===== config.mk =====
export PLATFORM = sky130hd
export DESIGN_NAME = bellek_asamasi
export DESIGN_NICKNAME = d
export VERILOG_FILES = /design/src/rtl/bellek_asamasi.sv
export SDC_FILE = /design/constraint.sdc
export NUM_CORES = 1
export LEC_CHECK = 0
export CAP_MARGIN = 40
export CELL_PAD_IN_SITES_DETAIL_PLACEMENT = 1
export CELL_PAD_IN_SITES_GLOBAL_PLACEMENT = 1
export CORE_MARGIN = 10
export CORE_UTILIZATION = 35
export DETAILED_ROUTE_END_ITERATION = 8
export GPL_TIMING_DRIVEN = 0
export PLACE_DENSITY = 0.85
export SETUP_SLACK_MARGIN = 0.4
export SYNTH_ARGS = -nofsm -noshare
export SYNTH_HDL_FRONTEND = slang
export SYNTH_SLANG_ARGS = --single-unit
export TNS_END_PERCENT = 1

===== constraint.sdc =====
create_clock -name clk_i -period 14 [get_ports clk_i]
set_input_delay 2.1 -clock clk_i [delete_from_list [all_inputs] [get_ports clk_i]]
set_output_delay 2.1 -clock clk_i [all_outputs]
set_load 0.1 [all_outputs]

===== src/rtl/bellek_asamasi.sv =====
// bellek_asamasi: memory stage between execute and write-back.
//
// Takes the memory-side outputs of execute (address, store data, access type,
// load/store enables) and the write-back fields. It drives a valid/ready
// request channel and a valid-only response channel toward the data memory.
// Load data is aligned and extended, and the write-back fields are registered
// for the next stage.
//
// Request handshake: veri_istek_gecerli_o stays high, with address, data, mask
// and write direction held constant, until the cycle in which
// veri_istek_hazir_i is also high. That cycle transfers the request. The
// response channel has no back-pressure. A load completes in the cycle in
// which veri_yanit_gecerli_i is high.
//
// Ports:
//   clk_i, rst_i                 clock, asynchronous active-high reset
//   durdur_i                     global pipeline freeze
//   bellek_adresi_i/_veri_i      byte address and store data from execute
//   load_save_buyrugu_i          000 B, 001 H, 010 W, 100 BU, 101 HU
//   bellekten_oku_i/bellege_yaz_i load / store (load wins if both are set)
//   hedef_yazmac_verisi_i, yazmaca_yaz_i, hedef_yazmaci_i  write-back fields
//   veri_istek_* / veri_adres_o / veri_yaz_* / veri_maske_o  request channel
//   veri_yanit_gecerli_i, veri_oku_veri_i                    response channel
//   bellek_stall_o               holds the upstream pipeline
//   hata_o                       one-cycle pulse on misalignment or timeout
//   hedef_yazmac_verisi_o, yazmaca_yaz_o, hedef_yazmaci_o    write-back outputs
//
// The FSM state is held in durum_q, a typed enum, so hierarchical checkers can
// observe it.
module bellek_asamasi #(
    parameter int ZAMAN_ASIMI = 255
) (
    input  logic        clk_i,
    input  logic        rst_i,
    input  logic        durdur_i,
    input  logic [31:0] bellek_adresi_i,
    input  logic [31:0] bellek_veri_i,
    input  logic [2:0]  load_save_buyrugu_i,
    input  logic        bellekten_oku_i,
    input  logic        bellege_yaz_i,
    input  logic [31:0] hedef_yazmac_verisi_i,
    input  logic        yazmaca_yaz_i,
    input  logic [4:0]  hedef_yazmaci_i,
    output logic        veri_istek_gecerli_o,
    input  logic        veri_istek_hazir_i,
    output logic [31:0] veri_adres_o,
    output logic        veri_yaz_o,
    output logic [31:0] veri_yaz_veri_o,
    output logic [3:0]  veri_maske_o,
    input  logic        veri_yanit_gecerli_i,
    input  logic [31:0] veri_oku_veri_i,
    output logic        bellek_stall_o,
    output logic        hata_o,
    output logic [31:0] hedef_yazmac_verisi_o,
    output logic        yazmaca_yaz_o,
    output logic [4:0]  hedef_yazmaci_o
);

    typedef enum logic [1:0] {
        BOSTA = 2'd0,
        ISTEK = 2'd1,
        YANIT = 2'd2,
        BITTI = 2'd3
    } durum_t;

    localparam int SAYAC_W = (ZAMAN_ASIMI > 1) ? $clog2(ZAMAN_ASIMI + 1) : 1;
    localparam logic [SAYAC_W-1:0] SAYAC_SON = SAYAC_W'(ZAMAN_ASIMI - 1);

    durum_t              durum_q, durum_d;
    logic [SAYAC_W-1:0]  sayac_q, sayac_d;
    logic                hata_d;

    // Transaction registers, captured when a memory operation leaves BOSTA.
    logic [31:0] adres_q;
    logic [2:0]  tip_q;
    logic [31:0] yaz_veri_q;
    logic [3:0]  maske_q;
    logic        yukle_q;
    logic        yaz_q;
    logic        yazmac_yaz_q;
    logic [4:0]  yazmac_q;
    logic [31:0] okunan_q;
    logic        asim_q;

    // Decode of the incoming operation.
    logic        islem;
    logic        hizasiz;
    logic [3:0]  maske_hesap;
    logic [31:0] veri_hesap;
    logic [31:0] hizali_veri;

    // Control strobes from the next-state logic.
    logic basla;       // memory operation accepted in BOSTA
    logic gec_bosta;   // non-memory (or misaligned) op passes straight through
    logic gec_bitti;   // memory op retires to the output registers
    logic asim_olay;   // timeout fired this cycle

    assign islem = bellekten_oku_i | bellege_yaz_i;

    // Size is taken from the low two bits: 00 byte, 01 half, 1x word.
    always_comb begin
        hizasiz = 1'b0;
        if (islem) begin
            unique case (load_save_buyrugu_i[1:0])
                2'b00:   hizasiz = 1'b0;
                2'b01:   hizasiz = bellek_adresi_i[0];
                default: hizasiz = (bellek_adresi_i[1:0] != 2'b00);
            endcase
        end
    end

    always_comb begin
        maske_hesap = 4'b1111;
        veri_hesap  = bellek_veri_i;
        unique case (load_save_buyrugu_i[1:0])
            2'b00: begin
                maske_hesap = 4'b0001 << bellek_adresi_i[1:0];
                veri_hesap  = {4{bellek_veri_i[7:0]}};
            end
            2'b01: begin
                maske_hesap = 4'b0011 << {bellek_adresi_i[1], 1'b0};
                veri_hesap  = {2{bellek_veri_i[15:0]}};
            end
            default: begin
                maske_hesap = 4'b1111;
                veri_hesap  = bellek_veri_i;
            end
        endcase
    end

    // Load alignment uses the latched address and type, not the live inputs.
    always_comb begin
        logic [7:0]  bayt;
        logic [15:0] yarim;
        bayt        = 8'h00;
        yarim       = adres_q[1] ? veri_oku_veri_i[31:16] : veri_oku_veri_i[15:0];
        hizali_veri = veri_oku_veri_i;
        unique case (adres_q[1:0])
            2'b00: bayt = veri_oku_veri_i[7:0];
            2'b01: bayt = veri_oku_veri_i[15:8];
            2'b10: bayt = veri_oku_veri_i[23:16];
            2'b11: bayt = veri_oku_veri_i[31:24];
        endcase
        unique case (tip_q[1:0])
            2'b00:   hizali_veri = tip_q[2] ? {24'h0, bayt}  : {{24{bayt[7]}}, bayt};
            2'b01:   hizali_veri = tip_q[2] ? {16'h0, yarim} : {{16{yarim[15]}}, yarim};
            default: hizali_veri = veri_oku_veri_i;
        endcase
    end

    // Next-state logic. ISTEK and YANIT ignore durdur_i so that a handshake
    // already started with the memory always completes.
    always_comb begin
        durum_d   = durum_q;
        sayac_d   = '0;
        hata_d    = 1'b0;
        basla     = 1'b0;
        gec_bosta = 1'b0;
        gec_bitti = 1'b0;
        asim_olay = 1'b0;
        unique case (durum_q)
            BOSTA: begin
                if (!durdur_i) begin
                    if (islem && !hizasiz) begin
                        basla   = 1'b1;
                        durum_d = ISTEK;
                    end else begin
                        gec_bosta = 1'b1;
                        hata_d    = hizasiz;
                    end
                end
            end
            ISTEK: begin
                if (veri_istek_hazir_i) begin
                    durum_d = yukle_q ? YANIT : BITTI;
                end else if (sayac_q == SAYAC_SON) begin
                    durum_d   = BITTI;
                    hata_d    = 1'b1;
                    asim_olay = 1'b1;
                end else begin
                    sayac_d = sayac_q + SAYAC_W'(1);
                end
            end
            YANIT: begin
                if (veri_yanit_gecerli_i) begin
                    durum_d = BITTI;
                end else if (sayac_q == SAYAC_SON) begin
                    durum_d   = BITTI;
                    hata_d    = 1'b1;
                    asim_olay = 1'b1;
                end else begin
                    sayac_d = sayac_q + SAYAC_W'(1);
                end
            end
            BITTI: begin
                if (!durdur_i) begin
                    gec_bitti = 1'b1;
                    durum_d   = BOSTA;
                end
            end
        endcase
    end

    always_ff @(posedge clk_i or posedge rst_i) begin
        if (rst_i) begin
            durum_q               <= BOSTA;
            sayac_q               <= '0;
            hata_o                <= 1'b0;
            adres_q               <= '0;
            tip_q                 <= '0;
            yaz_veri_q            <= '0;
            maske_q               <= '0;
            yukle_q               <= 1'b0;
            yaz_q                 <= 1'b0;
            yazmac_yaz_q          <= 1'b0;
            yazmac_q              <= '0;
            okunan_q              <= '0;
            asim_q                <= 1'b0;
            hedef_yazmac_verisi_o <= '0;
            yazmaca_yaz_o         <= 1'b0;
            hedef_yazmaci_o       <= '0;
        end else begin
            durum_q <= durum_d;
            sayac_q <= sayac_d;
            hata_o  <= hata_d;

            if (basla) begin
                adres_q      <= bellek_adresi_i;
                tip_q        <= load_save_buyrugu_i;
                yaz_veri_q   <= veri_hesap;
                maske_q      <= maske_hesap;
                yukle_q      <= bellekten_oku_i;
                yaz_q        <= bellege_yaz_i & !bellekten_oku_i;
                yazmac_yaz_q <= yazmaca_yaz_i;
                yazmac_q     <= hedef_yazmaci_i;
                okunan_q     <= '0;
                asim_q       <= 1'b0;
            end

            if (durum_q == YANIT && veri_yanit_gecerli_i) begin
                okunan_q <= hizali_veri;
            end

            if (asim_olay) begin
                asim_q <= 1'b1;
            end

            if (gec_bosta) begin
                hedef_yazmac_verisi_o <= hedef_yazmac_verisi_i;
                yazmaca_yaz_o         <= yazmaca_yaz_i & !hizasiz;
                hedef_yazmaci_o       <= hedef_yazmaci_i;
            end else if (gec_bitti) begin
                // Stores and timed-out loads never write the register file.
                hedef_yazmac_verisi_o <= okunan_q;
                yazmaca_yaz_o         <= yukle_q & yazmac_yaz_q & !asim_q;
                hedef_yazmaci_o       <= yazmac_q;
            end
        end
    end

    assign veri_istek_gecerli_o = (durum_q == ISTEK);
    assign veri_adres_o         = {adres_q[31:2], 2'b00};
    assign veri_yaz_o           = yaz_q;
    assign veri_yaz_veri_o      = yaz_veri_q;
    assign veri_maske_o         = maske_q;

    // Gated by reset so that the upstream pipeline is released at the moment
    // reset is asserted, even if execute still presents a memory operation.
    assign bellek_stall_o = !rst_i &&
                            ((durum_q == ISTEK) || (durum_q == YANIT) ||
                             (durum_q == BOSTA && islem && !hizasiz));

endmodule

# == Word level (Yosys, flattened, before mapping) ==
# Cells that the tools add are included.
# totals
word_cells,102
latch_bits,0
n_memories,0
mem_bits_ro,0
regBits,161
out_inout_bits,110
ram_bits,0
# classes
multipliers,0
n_bitwise,5
n_shift,2
eq_ne,12
order_cmp,0
div,0
muxes,46
add_sub_neg,1
n_reduce_logical,20
# op_table
op,n
32-bit two-way mux,6
32-bit case mux with 2 select lines,2
8-bit case mux with 4 select lines,1
8-bit two-way mux,3
1-bit two-way mux,19
16-bit two-way mux,1
8-bit case mux with 2 select lines,1
2-bit two-way mux,6
5-bit two-way mux,2
8-bit by 1-bit adder with 8-bit output (second input constant),1
2-bit by 1-bit equality test with 1-bit output (second input constant),4
2-bit equality test (second input constant),4
8-bit equality test (second input constant),1
2-bit logical NOT,4
2-bit case mux with 4 select lines,1
4-bit case mux with 2 select lines,1
2-bit nonzero test,4
2-bit inequality test (second input constant),3
1-bit logical AND,5
1-bit AND,4
1-bit logical NOT,4
1-bit case mux with 2 select lines,2
1-bit by 2-bit left shift with 4-bit output (first input constant),1
2-bit by 2-bit left shift with 4-bit output (first input constant),1
other kinds (4),5

# == Longest topological paths before layout ==
# Gate-level depths: netlist (run 1).
# logic_depth
ltp_word,10
depth_mapped,8
depth_no_buf,6

# == Least setup slack after synthesis (run 1) ==
# Ideal clock, no wire load.
# synth_path
path_type,input-to-output
from,input port bellek_adresi_i[1]
to,output port bellek_stall_o
arrival_ps,3730
required_time_ps,11900
slack_ps,8170
path_stages,3
path_cell_list,o21ai_4 > a41oi_1 > nor2_1
# synth_via
elab_chain_len,7
# synth_rtl
item,line_no,rtl
"start, declared",36,"input logic [31:0] bellek_adresi_i,"
2-bit nonzero test,107,default: hizasiz = (bellek_adresi_i[1:0] != 2'b00);
1-bit case mux with 2 select lines,104,unique case (load_save_buyrugu_i[1:0])
1-bit two-way mux,103,if (islem) begin
1-bit logical NOT,271,(durum_q == BOSTA && islem && !hizasiz));
1-bit logical AND,271,
1-bit logical OR,270,((durum_q == ISTEK) || (durum_q == YANIT) ||
1-bit logical AND,269,assign bellek_stall_o = !rst_i &&
"end, declared",52,"output logic bellek_stall_o,"
# No other way between the ends.

# == Worst setup path after layout (run 1) ==
# layout_path
from,input port bellek_adresi_i[0]
to,output port bellek_stall_o
# layout_via
elab_chain_len,7
# layout_rtl
item,line_no
2-bit nonzero test,107
1-bit case mux with 2 select lines (*),104
1-bit two-way mux (*),103
1-bit logical NOT (*),271
1-bit logical AND (*),271
1-bit logical OR (*),270
1-bit logical AND (*),269
# Every way passes the cells marked *; elsewhere a longest branch is shown, timed or not.

==> impl_metrics.csv, run 1 <==
group,metric,value,unit
outcome,status,"finished clean",
clock_tree,post_cts_buffers,0,
route,ant_nets,0,
timing,fin_crit_sh,44.3,%
placed_design,placed_area,13100,um^2
grt,grt_antenna_before_repair,2,
clock_tree,cts_tree,"built",
flow_run,maxCapViolCount,0,
route,first_pass_iters,5,
pwr,swShare,49.6,%
critical_path,crit_arrival,4110,ps
clock_tree,cts_hold_buf,0,
clock_tree,cts_htree_levels,4,
timing,max_freq,161,MHz
critical_path,worstSetupPathType,"input pin to output port",
floorplanning,initial_core_util,35.7,%
yosys,syn_area,7810,um^2
timing,setup_tns,0,ps
pwr,switchingPower,2.06,mW
timing,worstMarginPinSlew,754,ps
final_layout,finalInstanceArea,13600,um^2
pwr,p_leak,6.20,nW
yosys,ys.flop_type,"dfrtp_1",
route,drc,0,
timing,setup_viol,0,
route,routed_wl,33.6,mm
yosys,ys_seq_elements,161,
pwr,power.density,304,nW/um^2
pwr,clkPwrFrac,10.9,%
route,wl_per_cell,24.2,um
floorplanning,die_h,169,um
route,via_count,7298,
critical_path,crit_path_end_kind,"output port",
clock_tree,numCtsBuffers,17,
critical_path,critical_path.max_fanout,5,
placed_design,hpwl,26.6,mm
yosys,yosys_warnings,0,
yosys,synth_edf_count,0,
timing,worst_slack,7790,ps
placed_design,gp_congestion,0.865,
timing,whs,492,ps
yosys,async_flop_share,100,%
floorplanning,die_w,169,um
clock_tree,clk_pin_slew,70,ps
timing,min_period,6210,ps
floorplanning,dieArea,28700,um^2
clock_tree,cts_root_buf,"clkbuf_16",
grt,grt_pass1_wl,51.3,mm
final_layout,drive_gt1_share,23.5,%
floorplanning,io_pins,254,
pwr,p_comb_share,69.4,%
grt,grt_max_degree,115,
pwr,irDropWorstVdd,0.191,mV
placed_design,io_buffers,251,
route,first_iter_violations,389,
pwr,finalPower,4.14,mW
floorplanning,core-area,21900,um^2
worst_hold_path,hp-class,"flip-flop to flip-flop",
timing,fin_worst_skew,12.6,ps
yosys,avgSynthCellArea,10.9,um^2
placed_design,place_ws,7850,ps
route,avgViaCountPerCell,5.24,
yosys,syn_inst,718,
grt,grt_pass1_vias,8358,
pwr,internal_power,2.09,mW
yosys,yosysUniqueCellTypes,55,
clock_tree,cts_resized,0,
grt,grtUsageTotal,23.1,%
final_layout,synthToLayoutAreaGrowth,74.7,%
grt,grt-ovfl-total,0,
yosys,ys_seq_area_share,51.6,%
timing,maxSlewViolCount,0,
clock_tree,insertion_delay,430,ps
critical_path,required,11900,ps
final_layout,num-nets-final,1251,
critical_path,startpoint_type,"input pin",
timing,hold_viol,0,
pwr,pwr-share-seq,19.7,%
timing,rsz0062_at_grt,"no",
clock_tree,cts.path.max_buffers,2,
timing,slew_headroom,49.7,%
floorplanning,core.rowCount,54,
clock_tree,clock-sinks,161,
[layout make-up]
cell class | instances | area [um^2]
buffer | 80 | 490
tap | 280 | 350
antenna | 2 | 5.00
inverter | 10 | 45.0
timing repair buffer | 360 | 4920
clock inverter | 14 | 118
multi-input combinational | 468 | 3260
fill | 2198 | 8250
clock buffer | 17 | 425
sequential | 161 | 4030
[power groups by stage]
stage	clock, mW	sequential (mW)	combinational, mW
global placement	0	0.797	2.05
floorplan	0	1.52	0.837
finish	0.450	0.817	2.88
CTS	0.456	0.817	2.90
global route	0.480	0.840	2.98
detailed placement	0	0.823	2.89
[layout by cell type (no fill, tap or decap), types with 16 or more instances in the layout]
master / synthesis / final
a21oi_1: 27 / 27
mux2_2: 43 / 43
clkdlybuf4s50_1: 0 / 251
clkbuf_16: 0 / 17
nor2_1: 31 / 31
a32oi_1: 16 / 16
dfrtp_1: 161 / 161
buf_16: 0 / 62
nand2_1: 90 / 90
clkbuf_1: 18 / 18
buf_8: 0 / 47
buf_2: 16 / 16
mux2i_1: 67 / 67
buf_4: 43 / 43
o21ai_0: 79 / 79
[worst paths after layout]
| path | start | endpoint | slack (ps) | depth (start not counted) |
|---|---|---|---|---|
| setup / recovery | bellek_adresi_i[0] | bellek_stall_o | 7790 | 6 |
| hold / removal | veri_maske_o[1]$_DFFE_PP0P_ | veri_maske_o[1]$_DFFE_PP0P_ | 490 | 2 |
| setup reg to reg | durum_q[0]$_DFFE_PP0P_ | okunan_q[17]$_DFFE_PP0P_ | 11520 | 7 |
| hold reg to reg | veri_maske_o[1]$_DFFE_PP0P_ | veri_maske_o[1]$_DFFE_PP0P_ | 490 | 2 |
| max in group asynchronous | rst_i | hedef_yazmaci_o[0]$_DFFE_PP0P_ | 10970 | 3 |
| min in group asynchronous | rst_i | veri_yaz_o$_DFFE_PP0P_ | 2100 | 2 |
[stage by stage]
step | cells | util, %
finish | 1392 | 62.3
global route | 1392 | 62.3
CTS | 1390 | 62.3
detailed placement | 1359 | 59.8
global placement | 1250 | 48.8
floorplan | 719 | -
[Yosys cell counts (2+ instances only)]
cell type | instances | area, um^2
mux2i_1 | 67 | 671
ha_1 | 9 | 113
inv_1 | 10 | 37.5
clkbuf_1 | 18 | 67.6
nand2_1 | 90 | 338
dfrtp_1 | 161 | 4030
mux2_4 | 7 | 105
nor4_1 | 2 | 12.5
mux2_2 | 43 | 484
nor2_1 | 31 | 116
a21oi_1 | 27 | 135
buf_4 | 43 | 323
xor2_1 | 5 | 43.8
nor2b_1 | 3 | 18.8
o22ai_1 | 2 | 12.5
o21ai_0 | 79 | 395
nand4_1 | 3 | 18.8
buf_2 | 16 | 80.1
nor3_1 | 5 | 25.0
a22o_1 | 13 | 114
nand3_1 | 15 | 75.1
and3_1 | 2 | 12.5
nand2b_1 | 6 | 37.5
a221oi_1 | 7 | 61.3
and4_1 | 2 | 17.5
a32oi_1 | 16 | 140
a22oi_1 | 8 | 60.1
[registers in the layout, summed over array words and instances, names as in the netlist, 2 cells and up]
name,flops
adres_q,32
veri_maske_o,4
veri_yaz_veri_o,32
durum_q,2
tip_q,3
hedef_yazmaci_o,5
okunan_q,32
sayac_q,8
hedef_yazmac_verisi_o,32
yazmac_q,5
[logic make-up (layout without fill, tap and decap cells)]
logic type                 count (synthesis)  after routing  synth area share [%]
muxes                                    118            118                  16.4
buffers and inverters                     90            481                  6.76
AOI/OAI and AO/OA                        169            169                  13.8
adders and majority gates                  9              9                  1.44
DFF                                      161            161                  51.6
xor gates and xnor gates                   6              6                 0.673
other                                      1              4                0.0480
and+or+nand+nor                          164            164                  9.26
[metal layers]
metal	part of all wire (%)	GRT usage [%]	vias to the layer above	wire (um)
met3	6.3	6.07	47	2120
met2	54	42.0	238	18100
met5	0	0	-	0
li1	-	-	3285	-
met1	37	25.5	3728	12500
met4	2.7	7.88	0	916
[critical path: stages]
cell and delay (ps):
clkdlybuf4s50_1 560, nand2_1 330, a41oi_1 210, nor2_1 150
clkdlybuf4s50_1 550, buf_8 210
No activity file was read; power rests on OpenSTA's default activity.
==> run 2, diff against run 1 <==
--- a/config.mk
+++ b/config.mk
@@ -9,10 +9,10 @@
 export CELL_PAD_IN_SITES_DETAIL_PLACEMENT = 1
 export CELL_PAD_IN_SITES_GLOBAL_PLACEMENT = 1
 export CORE_MARGIN = 10
-export CORE_UTILIZATION = 35
+export CORE_UTILIZATION = 32
 export DETAILED_ROUTE_END_ITERATION = 8
 export GPL_TIMING_DRIVEN = 0
-export PLACE_DENSITY = 0.85
+export PLACE_DENSITY = 0.82
 export SETUP_SLACK_MARGIN = 0.4
 export SYNTH_ARGS = -nofsm -noshare
 export SYNTH_HDL_FRONTEND = slang
==> constraint.sdc (replaced) <==
create_clock -name clk_i -period 5.32 [get_ports clk_i]
set_input_delay 0.798 -clock clk_i [delete_from_list [all_inputs] [get_ports clk_i]]
set_output_delay 0.798 -clock clk_i [all_outputs]
set_load 0.1 [all_outputs]
==> impl_metrics.csv, run 2 (synthesis gave the netlist of run 1 again) <==
group,metric,value,unit
outcome,status,"finished clean",
worst_hold_path,hold_path_depth,2,
floorplanning,initial_core_util,32.3,%
grt,grt_pass1_wl,51.5,mm
route,ant_nets,0,
timing,fin_worst_skew,17.9,ps
clock_tree,cts.path.max_buffers,2,
final_layout,final_core_util,57.3,%
final_layout,final_cell_mix,"clkdlybuf4s50_1 (251), dfrtp_1 (161), nand2_1 (90)",
critical_path,crit_arrival,2830,ps
critical_path,crit_path_end_kind,"output port",
clock_tree,numCtsBuffers,17,
critical_path,critical_path.slowest_cell,"clkdlybuf4s50_1",
pwr,switchingPower,5.41,mW
clock_tree,cts_tree,"built",
final_layout,synthToLayoutAreaGrowth,77.3,%
flow_run,maxCapViolCount,0,
final_layout,fillers,2446,
clock_tree,cts_resized,0,
final_layout,multi_input_comb_area,3260,um^2
route,avgViaCountPerCell,5.05,
clock_tree,cts_htree_levels,4,
critical_path,r2r_end,"okunan_q[18]$_DFFE_PP0P_",
route,first_pass_iters,4,
critical_path,cp_common_cell,"clkdlybuf4s50_1",
placed_design,gp_congestion,0.834,
pwr,power.density,797,nW/um^2
route,first_iter_violations,367,
critical_path,startpoint_type,"input pin",
pwr,p_comb_share,68.3,%
pwr,swShare,49.0,%
placed_design,hpwl,27.1,mm
floorplanning,core.rowCount,57,
timing,fin_crit_sh,68.1,%
grt,grt-ovfl-total,0,
critical_path,required,4520,ps
critical_path,worstSetupPathType,"input pin to output port",
clock_tree,cts_root_buf,"clkbuf_16",
clock_tree,cts_hold_buf,0,
critical_path,critical_path.max_fanout,5,
clock_tree,clock-sinks,161,
floorplanning,die_h,176,um
timing,min_period,3620,ps
final_layout,num-nets-final,1255,
timing,hold_viol,0,
pwr,clkPwrFrac,12.3,%
critical_path,rr_worst_depth,7,
grt,grt_max_degree,33,
pwr,p_leak,6.27,nW
pwr,irDropWorstVdd,0.586,mV
placed_design,placed_area,13200,um^2
route,routed_wl,33.6,mm
grt,grtUsageTotal,21.6,%
worst_hold_path,hp-class,"flip-flop to flip-flop",
critical_path,reg2reg_slack,2930,ps
critical_path,crit_chain,"clkdlybuf4s50_1 > nand2_1 > a41oi_1 > nor2_1 > clkdlybuf4s50_1 > buf_16",
clock_tree,clk_pin_slew,70,ps
placed_design,io_buffers,251,
critical_path,reg2reg_from,"durum_q[0]$_DFFE_PP0P_",
pwr,pwr-share-seq,19.4,%
timing,rsz0062_at_grt,"no",
route,via_count,7302,
clock_tree,post_cts_buffers,0,
route,drc,0,
critical_path,max_stage_delay,660,ps
pwr,internal_power,5.63,mW
route,wl_per_cell,23.3,um
pwr,finalPower,11.0,mW
worst_hold_path,hp-start,"veri_yaz_veri_o[14]$_DFFE_PP0P_",
floorplanning,io_pins,254,
clock_tree,insertion_delay,440,ps
timing,setup_tns,0,ps
floorplanning,die_w,176,um
timing,worstMarginPinSlew,900,ps
timing,slew_headroom,40.0,%
final_layout,final_common_cell,"clkdlybuf4s50_1",
timing,max_freq,276,MHz
timing,maxSlewViolCount,0,
final_layout,finalInstanceArea,13800,um^2
grt,grt_pass1_vias,8346,
worst_hold_path,hold_path_end,"veri_yaz_veri_o[14]$_DFFE_PP0P_",
final_layout,final_cell_count_no_fill,1445,
grt,grt_antenna_before_repair,6,
timing,setup_viol,0,
floorplanning,dieArea,31100,um^2
final_layout,register_area,4030,um^2
placed_design,dp.cells,1407,
final_layout,drive_gt1_share,23.9,%
floorplanning,core-area,24200,um^2
[run 2: changes by cell type in the layout (fill, tap and decap cells not counted)]
cell,before,now
buf_12,0,5
buf_16,62,59
buf_8,47,49
bufinv_16,0,3
clkinv_2,1,0
clkinv_8,0,1
clkinvlp_4,3,2
diode_2,2,6
inv_6,9,7
inv_8,2,3
[run 2: worst max path at each step]
| stage | startpoint | to | depth (start not counted) |
|---|---|---|---|
| CTS | bellek_adresi_i[0] | bellek_stall_o | 6 |
| floorplan | bellek_adresi_i[1] | bellek_stall_o | 3 |
| detailed placement | bellek_adresi_i[0] | bellek_stall_o | 6 |
| global route | bellek_adresi_i[0] | bellek_stall_o | 6 |
| finish | bellek_adresi_i[0] | bellek_stall_o | 6 |
| global placement | rst_i | adres_q[11]$_DFFE_PP0P_ | 2 |
[run 2: critical path, delay by kind of cell]
family | cells | cell delay (ps)
buffers and inverters | 3 | 1380
and+or+nand+nor | 2 | 330
AOI/OAI and AO/OA | 1 | 320
[run 2: power by group through the flow]
| stage | clock [mW] | combinational (mW) | sequential [mW] |
|---|---|---|---|
| after global routing | 1.43 | 7.83 | 2.21 |
| after CTS | 1.38 | 7.61 | 2.14 |
| after global placement | 0 | 5.38 | 2.10 |
| final | 1.36 | 7.54 | 2.14 |
| after detailed placement | 0 | 7.58 | 2.16 |
| after floorplan | 0 | 2.20 | 3.99 |
[run 2: layout make-up]
type                            instances  share of cell area, %
Timing Repair Buffer                  364                   35.9
Sequential cell                       161                   29.1
Multi-Input combinational cell        468                   23.5
Buffer                                 80                   3.54
Clock buffer                           17                   3.07
Tap cell                              324                   2.93
Clock inverter                         15                   1.51
Inverter                               10                  0.298
Antenna cell                            6                  0.108
[run 2: routing by layer]
metal  part of all wire [%]  track usage, %
met5                  0.039               0
met4                    3.6            9.61
met3                    5.8            5.34
met2                     54            39.5
met1                     37            23.1
[run 2: stage by stage]
stage               worst slack (ps)  hold WS (ps)
finish                          1700           491
CTS                             1680           499
detailed placement              1700           480
global route                    1580           524
floorplan                       2090           465
global placement                 887           463
